### src/rtl/data_bus_interface_pkg.sv
// Shared types for the data-side bus interface stage.
// Exports bus_state_t, bus_req_t, DEFAULT_BUS_TIMEOUT and word_align().
package data_bus_interface_pkg;

    typedef logic [31:0] uint32;

    typedef enum logic [1:0] {
        BUS_IDLE,
        BUS_ACTIVE,
        BUS_DONE
    } bus_state_t;

    typedef struct packed {
        uint32      addr;
        uint32      wdata;
        logic [3:0] be;
        logic       we;
    } bus_req_t;

    localparam int DEFAULT_BUS_TIMEOUT = 16;

    localparam logic [3:0] BE_WORD = 4'b1111;

    localparam uint32 WORD_MASK = 32'hFFFF_FFFC;

    function automatic uint32 word_align(input uint32 a);
        return a & WORD_MASK;
    endfunction

endpackage

### src/rtl/data_bus_interface_timeout.sv
// Wait-state counter that flags a bus beat running out of time.
// Ports: clk, rst_n, clear_i, enable_i -> expired_o (count reached LIMIT-1).
module bus_timeout_counter #(
    parameter int LIMIT = 16,
    parameter int CNT_W = $clog2(LIMIT + 1)
) (
    input  logic clk,
    input  logic rst_n,
    input  logic clear_i,
    input  logic enable_i,
    output logic expired_o
);

    localparam logic [CNT_W-1:0] LAST = CNT_W'(LIMIT - 1);

    logic [CNT_W-1:0] cnt_q;
    logic [CNT_W-1:0] cnt_d;

    assign expired_o = (cnt_q == LAST);

    // Saturate at LAST so a caller that keeps enable high
    // does not wrap back into a "fresh" window.
    always_comb begin
        cnt_d = cnt_q;
        if (clear_i) begin
            cnt_d = '0;
        end else if (enable_i && !expired_o) begin
            cnt_d = cnt_q + CNT_W'(1);
        end
    end

    always_ff @(posedge clk) begin
        if (!rst_n) begin
            cnt_q <= '0;
        end else begin
            cnt_q <= cnt_d;
        end
    end

endmodule

### src/rtl/data_bus_interface.sv
// Data bus interface: runs one word-aligned valid/ready beat per memory
// access, stalls the pipeline meanwhile, returns the raw read word.
// Ports: clk, rst_n; req_* / exception from the memory stage;
// stall, rdata, rdata_valid, bus_error to the pipeline;
// bus_valid/we/addr/wdata/be out and bus_ready/rdata/err in on the bus.
module data_bus_interface
    import data_bus_interface_pkg::*;
#(
    parameter int TIMEOUT_CYCLES = DEFAULT_BUS_TIMEOUT,
    parameter int CNT_W          = $clog2(TIMEOUT_CYCLES + 1)
) (
    input  logic        clk,
    input  logic        rst_n,
    input  logic        req_read,
    input  logic        req_write,
    input  logic [31:0] req_addr,
    input  logic [31:0] req_wdata,
    input  logic [3:0]  req_mask,
    input  logic        exception,
    output logic        stall,
    output logic [31:0] rdata,
    output logic        rdata_valid,
    output logic        bus_error,
    output logic        bus_valid,
    output logic        bus_we,
    output logic [31:0] bus_addr,
    output logic [31:0] bus_wdata,
    output logic [3:0]  bus_be,
    input  logic        bus_ready,
    input  logic [31:0] bus_rdata,
    input  logic        bus_err
);

    bus_state_t state_q;
    bus_state_t state_d;
    bus_req_t   req_q;
    bus_req_t   req_d;
    logic       err_q;
    logic       err_d;
    uint32      rdata_q;
    uint32      rdata_d;

    logic in_idle;
    logic in_bus;
    logic in_done;
    logic accept;
    logic tmo_expired;

    assign in_idle = (state_q == BUS_IDLE);
    assign in_bus  = (state_q == BUS_ACTIVE);
    assign in_done = (state_q == BUS_DONE);

    // A store with an empty mask was already suppressed upstream,
    // so it never reaches the bus. Read+write together is a write.
    // Gating with rst_n keeps stall low while reset is held.
    always_comb begin
        accept = 1'b0;
        if (rst_n && !exception) begin
            if (req_write) begin
                accept = (req_mask != 4'b0000);
            end else begin
                accept = req_read;
            end
        end
    end

    bus_timeout_counter #(
        .LIMIT (TIMEOUT_CYCLES),
        .CNT_W (CNT_W)
    ) u_tmo (
        .clk       (clk),
        .rst_n     (rst_n),
        .clear_i   (in_idle && accept),
        .enable_i  (in_bus && !bus_ready),
        .expired_o (tmo_expired)
    );

    always_comb begin
        state_d = state_q;
        req_d   = req_q;
        err_d   = err_q;
        rdata_d = rdata_q;
        case (state_q)
            BUS_IDLE: begin
                if (accept) begin
                    state_d     = BUS_ACTIVE;
                    req_d.addr  = word_align(req_addr);
                    req_d.wdata = req_wdata;
                    req_d.be    = req_write ? req_mask : BE_WORD;
                    req_d.we    = req_write;
                    err_d       = 1'b0;
                end
            end
            BUS_ACTIVE: begin
                // Exceptions are ignored here: a started beat completes.
                if (bus_ready) begin
                    state_d = BUS_DONE;
                    err_d   = bus_err;
                    if (!req_q.we) begin
                        rdata_d = bus_rdata;
                    end
                end else if (tmo_expired) begin
                    state_d = BUS_DONE;
                    err_d   = 1'b1;
                end
            end
            BUS_DONE: begin
                // Pipeline advances this cycle; never re-accept.
                state_d = BUS_IDLE;
            end
            default: begin
                state_d = BUS_IDLE;
            end
        endcase
    end

    always_ff @(posedge clk) begin
        if (!rst_n) begin
            state_q <= BUS_IDLE;
            req_q   <= '0;
            err_q   <= 1'b0;
            rdata_q <= '0;
        end else begin
            state_q <= state_d;
            req_q   <= req_d;
            err_q   <= err_d;
            rdata_q <= rdata_d;
        end
    end

    assign stall       = in_bus || (in_idle && accept);
    assign rdata       = rdata_q;
    assign rdata_valid = in_done;
    assign bus_error   = in_done && err_q;
    assign bus_valid   = in_bus;
    assign bus_we      = req_q.we;
    assign bus_addr    = req_q.addr;
    assign bus_wdata   = req_q.wdata;
    assign bus_be      = req_q.be;

endmodule

### config.mk
export PLATFORM = sky130hd
export DESIGN_NAME = data_bus_interface
export DESIGN_NICKNAME = d
export VERILOG_FILES = /design/src/rtl/data_bus_interface_pkg.sv /design/src/rtl/data_bus_interface_timeout.sv /design/src/rtl/data_bus_interface.sv
export SDC_FILE = /design/constraint.sdc
export NUM_CORES = 1
export LEC_CHECK = 0
export ABC_AREA = 1
export BUFFER_PORTS_ARGS = -buffer_cell sky130_fd_sc_hd__buf_2
export CAP_MARGIN = 20
export CORE_MARGIN = 3
export CORE_UTILIZATION = 48
export CTS_CLUSTER_DIAMETER = 60
export DETAILED_ROUTE_END_ITERATION = 12
export PLACE_DENSITY = 0.84
export SLEW_MARGIN = 5
export SYNTH_ARGS = -nofsm -noshare
export SYNTH_HDL_FRONTEND = slang
export SYNTH_SLANG_ARGS = --single-unit
### constraint.sdc
create_clock -name clk -period 2.4 [get_ports clk]
set_clock_uncertainty 0.1 [all_clocks]
set_input_delay 0.24 -clock clk [delete_from_list [all_inputs] [get_ports clk]]
set_output_delay 0.24 -clock clk [all_outputs]
set_load 0.05 [all_outputs]
# Word level (Yosys, flattened, before mapping)
# Index checks and enable logic that the tools add are counted.
dict set report word_totals {
  reg_bits 107
  in_bits 107
  out_inout_bits 105
}
dict set report classes {
  add_sub_neg 1
  n_eq_ne 5
  mux 11
  n_bitwise 2
  n_reduce_logical 17
}
# operator n
set ops {}
lappend ops {{two-way mux 2 bit} 3}
lappend ops {{AND reduction 3 bit} 2}
lappend ops {{adder 5 x 1 -> 5 bit (second input constant)} 1}
lappend ops {{== test 5 x 4 -> 1 bit (second input constant)} 1}
lappend ops {{logical AND 1 bit} 5}
lappend ops {{two-way mux 1 bit} 5}
lappend ops {{two-way mux 4 bit} 1}
lappend ops {{one-hot mux 2 bit (2 select lines)} 1}
lappend ops {{AND reduction 2 bit} 2}
lappend ops {{nonzero test 4 bit} 1}
lappend ops {{zero test 1 bit} 3}
lappend ops {{!= test 3 x 2 -> 1 bit (second input constant)} 1}
lappend ops {{== test 2 x 1 -> 1 bit (second input constant)} 1}
lappend ops {{== test 2 bit (second input constant)} 1}
lappend ops {{zero test 2 bit} 1}
lappend ops {{!= test 2 x 1 -> 1 bit (second input constant)} 1}
lappend ops {{NOT 1 bit} 2}
lappend ops {{one-hot mux 1 bit (2 select lines)} 1}
lappend ops {{nonzero test 2 bit} 1}
lappend ops {{OR reduction 2 bit} 1}
lappend ops {{logical OR 1 bit} 1}

# Depth between registers and ports, before layout
dict set report depth {
  ltp_word 5
  mapped_depth 9
  depth_no_buf 9
}

# Hierarchy
# Synthesis repeated with hierarchy kept, for this count alone.
dict set report unflattened {
  hier_cells 639
  hier_area_um2 4297.9
}
# module instances cells_each area_per_inst_um2 seq_area_each_um2
set modules_own_cells {}
lappend modules_own_cells {data_bus_interface 1 602 4031.4 2042.0}
lappend modules_own_cells {bus_timeout_counter 1 37 266.5 100.1}

# Worst setup path after synthesis
# Ideal clock, no wire load.
dict set report synth_path {
  path_kind {register to output}
  startpoint {register state_q[1]}
  endpoint {output port bus_error}
  arrival_ns 1.548
  t_required_ns 2.060
  path_slack_ns 0.512
  path_stages_with_launch 3
  n_path_buf 0
  path_cell_list {dfxtp_1 inv_1 nor3b_1}
}
dict set report synth_between {
  elab_chain_cells 2
}
# element line
set synth_rtl {}
lappend synth_rtl {{start: declaration} data_bus_interface.sv:34} ;# bus_state_t state_q;
lappend synth_rtl {{start signal: assignment} data_bus_interface.sv:124} ;# state_q <= state_d;
lappend synth_rtl {{== test 2 bit} data_bus_interface.sv:51} ;# assign in_done = (state_q == BUS_DONE);
lappend synth_rtl {{logical AND 1 bit} data_bus_interface.sv:134} ;# assign bus_error = in_done && err_q;
lappend synth_rtl {{end: declaration} data_bus_interface.sv:23} ;# output logic bus_error,
# No other way between the ends.

# Worst setup path in the final report
dict set report layout_path {
  startpoint {register state_q[0]}
  endpoint {output port stall}
}
dict set report layout_between {
  elab_chain_cells 3
}
# element line
set layout_rtl {}
lappend layout_rtl {{zero test 2 bit} data_bus_interface.sv:49} ;# assign in_idle = (state_q == BUS_IDLE);
lappend layout_rtl {{logical AND 1 bit} data_bus_interface.sv:131} ;# assign stall = in_bus || (in_idle && accept);
lappend layout_rtl {{logical OR 1 bit (*)} data_bus_interface.sv:131}
lappend layout_rtl {{end: declaration} data_bus_interface.sv:20} ;# output logic stall,
# Every way passes the cells marked *; elsewhere a longest branch is shown, timed or not.

==> impl_metrics.ini <==
[setup_path]
path_cells = nor2_4, nand3_2, nand2_1, buf_2
critical_path_buf_inv_count = 1
cpLargestDelayFamily = simple AND/OR/NAND/NOR gates
crit_path_top_delay_cell = dfxtp_1
cp_slowest_stage_delay_ns = 0.38
critPathLaunchType = register
end_kind = output pin
arrival_ns = 1.76
criticalPathCategory = register to output pin
crit_fanout = 14
worstPathRequired_ns = 2.06

[timing]
period_share_pct = 87.5
holdWs_ns = 0.00819
final_max_slew_viol_count = 0
max_freq_mhz = 476
tns_ns = 0
hold_violations = 0
finalWorstSetupSlack_ns = 0.300
rsz0062_at_grt = false
worstMarginPinSlew_ns = 0.930
finalSetupViolations = 0
maxSlewHeadroom_pct = 37.9
period_needed_ns = 2.10

[detailed_routing]
avgRoutedWirePerCell_um = 14.6
via_per_inst = 5.27
routed_wl_mm = 11.9
firstDrtPassIters = 4
ant_nets = 0
vias = 4309
drc = 0
drt_iter0_drc = 176

[cts]
cts_buffers = 9
ctsLongestPathBuffers = 2
post_cts_buffers = 0
clk_latency_ns = 0.35
h-tree-depth = 3
clk_pin_slew_ns = 0.10
clock-sinks = 107
tritoncts = done
clockRootBuffer = clkbuf_8
hold_buffers = 14
cts_resized = 0

[cells_and_area]
final_cell_mix = buf_2 (207), dfxtp_1 (107), nor2_1 (81)
drive_above_1_share_pct = 33.8
num_antenna_cells = 0
syn_to_final_growth_pct = 34.0
nets = 816
layout_commonest_cell = buf_2
instances_no_fill = 817
fillers = 709
finish.utilization_pct = 66.5

[floorplanning]
die_y_um = 98.2
die_area_um2 = 9650
rows = 33
io_pins = 212
start_util_pct = 49.7
die_w_um = 98.2
coreArea_um2 = 8220

[place]
gp_congestion = 0.805
port_buffers = 207
pre_cts_ws_ns = 0.540
dpl.hpwl_mm = 8.15
dp_cells = 786

[power_and_ir_drop]
ir_drop_mv = 0.440
power_density_nw_per_um2 = 667
p_leak_nw = 2.61

[yosys]
synth.distinct_cells = 23
synth_area_leaders = dfxtp_1 (52%), nand4_1 (9.8%), a21oi_1 (8.3%)
synthCells = 512
synth_area_um2 = 4080
synth_seq_cells = 107
yosysWarnings = 0
avgSynthCellArea_um2 = 7.97
yosys.area.top_type = dfxtp_1
yosysSeqAreaShare_pct = 52.5
synth_top_area_share_pct = 52.5

[global_routing]
grt_usage_pct = 24.3
antenna_found_initial = 0
grt_pass1_vias = 4272
gr-total-overflow = 0
grt_max_degree = 66
grt_pass1_wl_mm = 19.6

[job]
drv_cap = 0

[run_status]
status = completed

[worst_hold_path]
hold_class = input pin to register
==> cell type report <==
cell class	instances	area, um^2	area share (%)
flip-flops and latches	107	2140	39.2
multi-input cells	345	1670	30.6
repair buffers	230	1270	23.2
clock buffers	11	151	2.77
well taps	105	131	2.40
inverters	14	52.6	0.961
clock inverters	5	45.0	0.824
==> sequential cells by signal (all words and copies together), names as in the netlist <==
name         count
bus_wdata       32
state_q          2
rdata           32
err_q            1
bus_be           4
bus_addr        30
u_tmo.cnt_q      5
bus_we           1
==> metal layers <==
| layer | GRT usage (%) | vias to the layer above | routed length (um) |
|---|---|---|---|
| li1 | - | 2111 | - |
| met1 | 28.9 | 1954 | 4640 |
| met2 | 40.6 | 203 | 5830 |
| met3 | 6.79 | 41 | 1020 |
| met4 | 11.4 | 0 | 441 |
| met5 | 0 | - | 0 |
==> worst min-delay path, cell delays in order <==
cell    delay [ns]
buf_2         0.08
nor2_1        0.04
nor2_1        0.08
==> metrics by stage <==
stage               instance area [um^2]  total power, mW
global placement                    5120             2.58
CTS                                 5460             3.66
finish                              5470             3.64
floorplan                           4090             2.39
detailed placement                  5120             2.59
global route                        5470             3.80
==> kinds of logic after synthesis <==
kind of cell	count (synthesis)	synth area share (%)
xor gates and xnor gates	3	0.644
other	1	0.0919
and+or+nand+nor	237	26.7
DFF	107	52.5
adders and majority gates	2	0.613
AOI/OAI and AO/OA	101	12.4
buffers and inverters	61	7.02
==> Yosys cell counts <==
| cell | instances |
|---|---|
| dfxtp_1 | 107 |
| nor2_1 | 82 |
| nand2_1 | 78 |
| a21oi_1 | 68 |
| nand4_1 | 64 |
| o21ai_0 | 32 |
| buf_2 | 19 |
| clkbuf_1 | 19 |
| inv_1 | 13 |
| buf_4 | 9 |
| nand3_1 | 5 |
| xor2_1 | 3 |
| ha_1 | 2 |
| nand2_2 | 2 |
| conb_1 | 1 |
| inv_2 | 1 |
| nand3_2 | 1 |
| nor2_2 | 1 |
| nor3_1 | 1 |
| nor3_4 | 1 |
| nor3b_1 | 1 |
| o31ai_1 | 1 |
| or2_2 | 1 |
==> path summary, 6_finish.rpt <==
path / from / end / slack, ns / cells after the start
setup reg to reg: u_tmo.cnt_q[0]$_SDFFE_PP0P_ / u_tmo.cnt_q[3]$_SDFFE_PP0P_ / 0.51 / 9
hold reg to reg: bus_wdata[20]$_SDFFE_PN0P_ / bus_wdata[20]$_SDFFE_PN0P_ / 0.37 / 2
setup / recovery: state_q[0]$_SDFFE_PN0P_ / stall / 0.30 / 4
hold / removal: bus_rdata[28] / rdata[28]$_SDFFE_PN0P_ / 0.008 / 3
==> report_power, final <==
part	switching [mW]	internal, mW	leakage (nW)
Combinational	0.491	0.197	1.64
Sequential	0.0379	1.85	0.870
Clock	0.620	0.450	0.0981
Total	1.15	2.50	2.61
No activity file was read; power rests on OpenSTA's default activity.
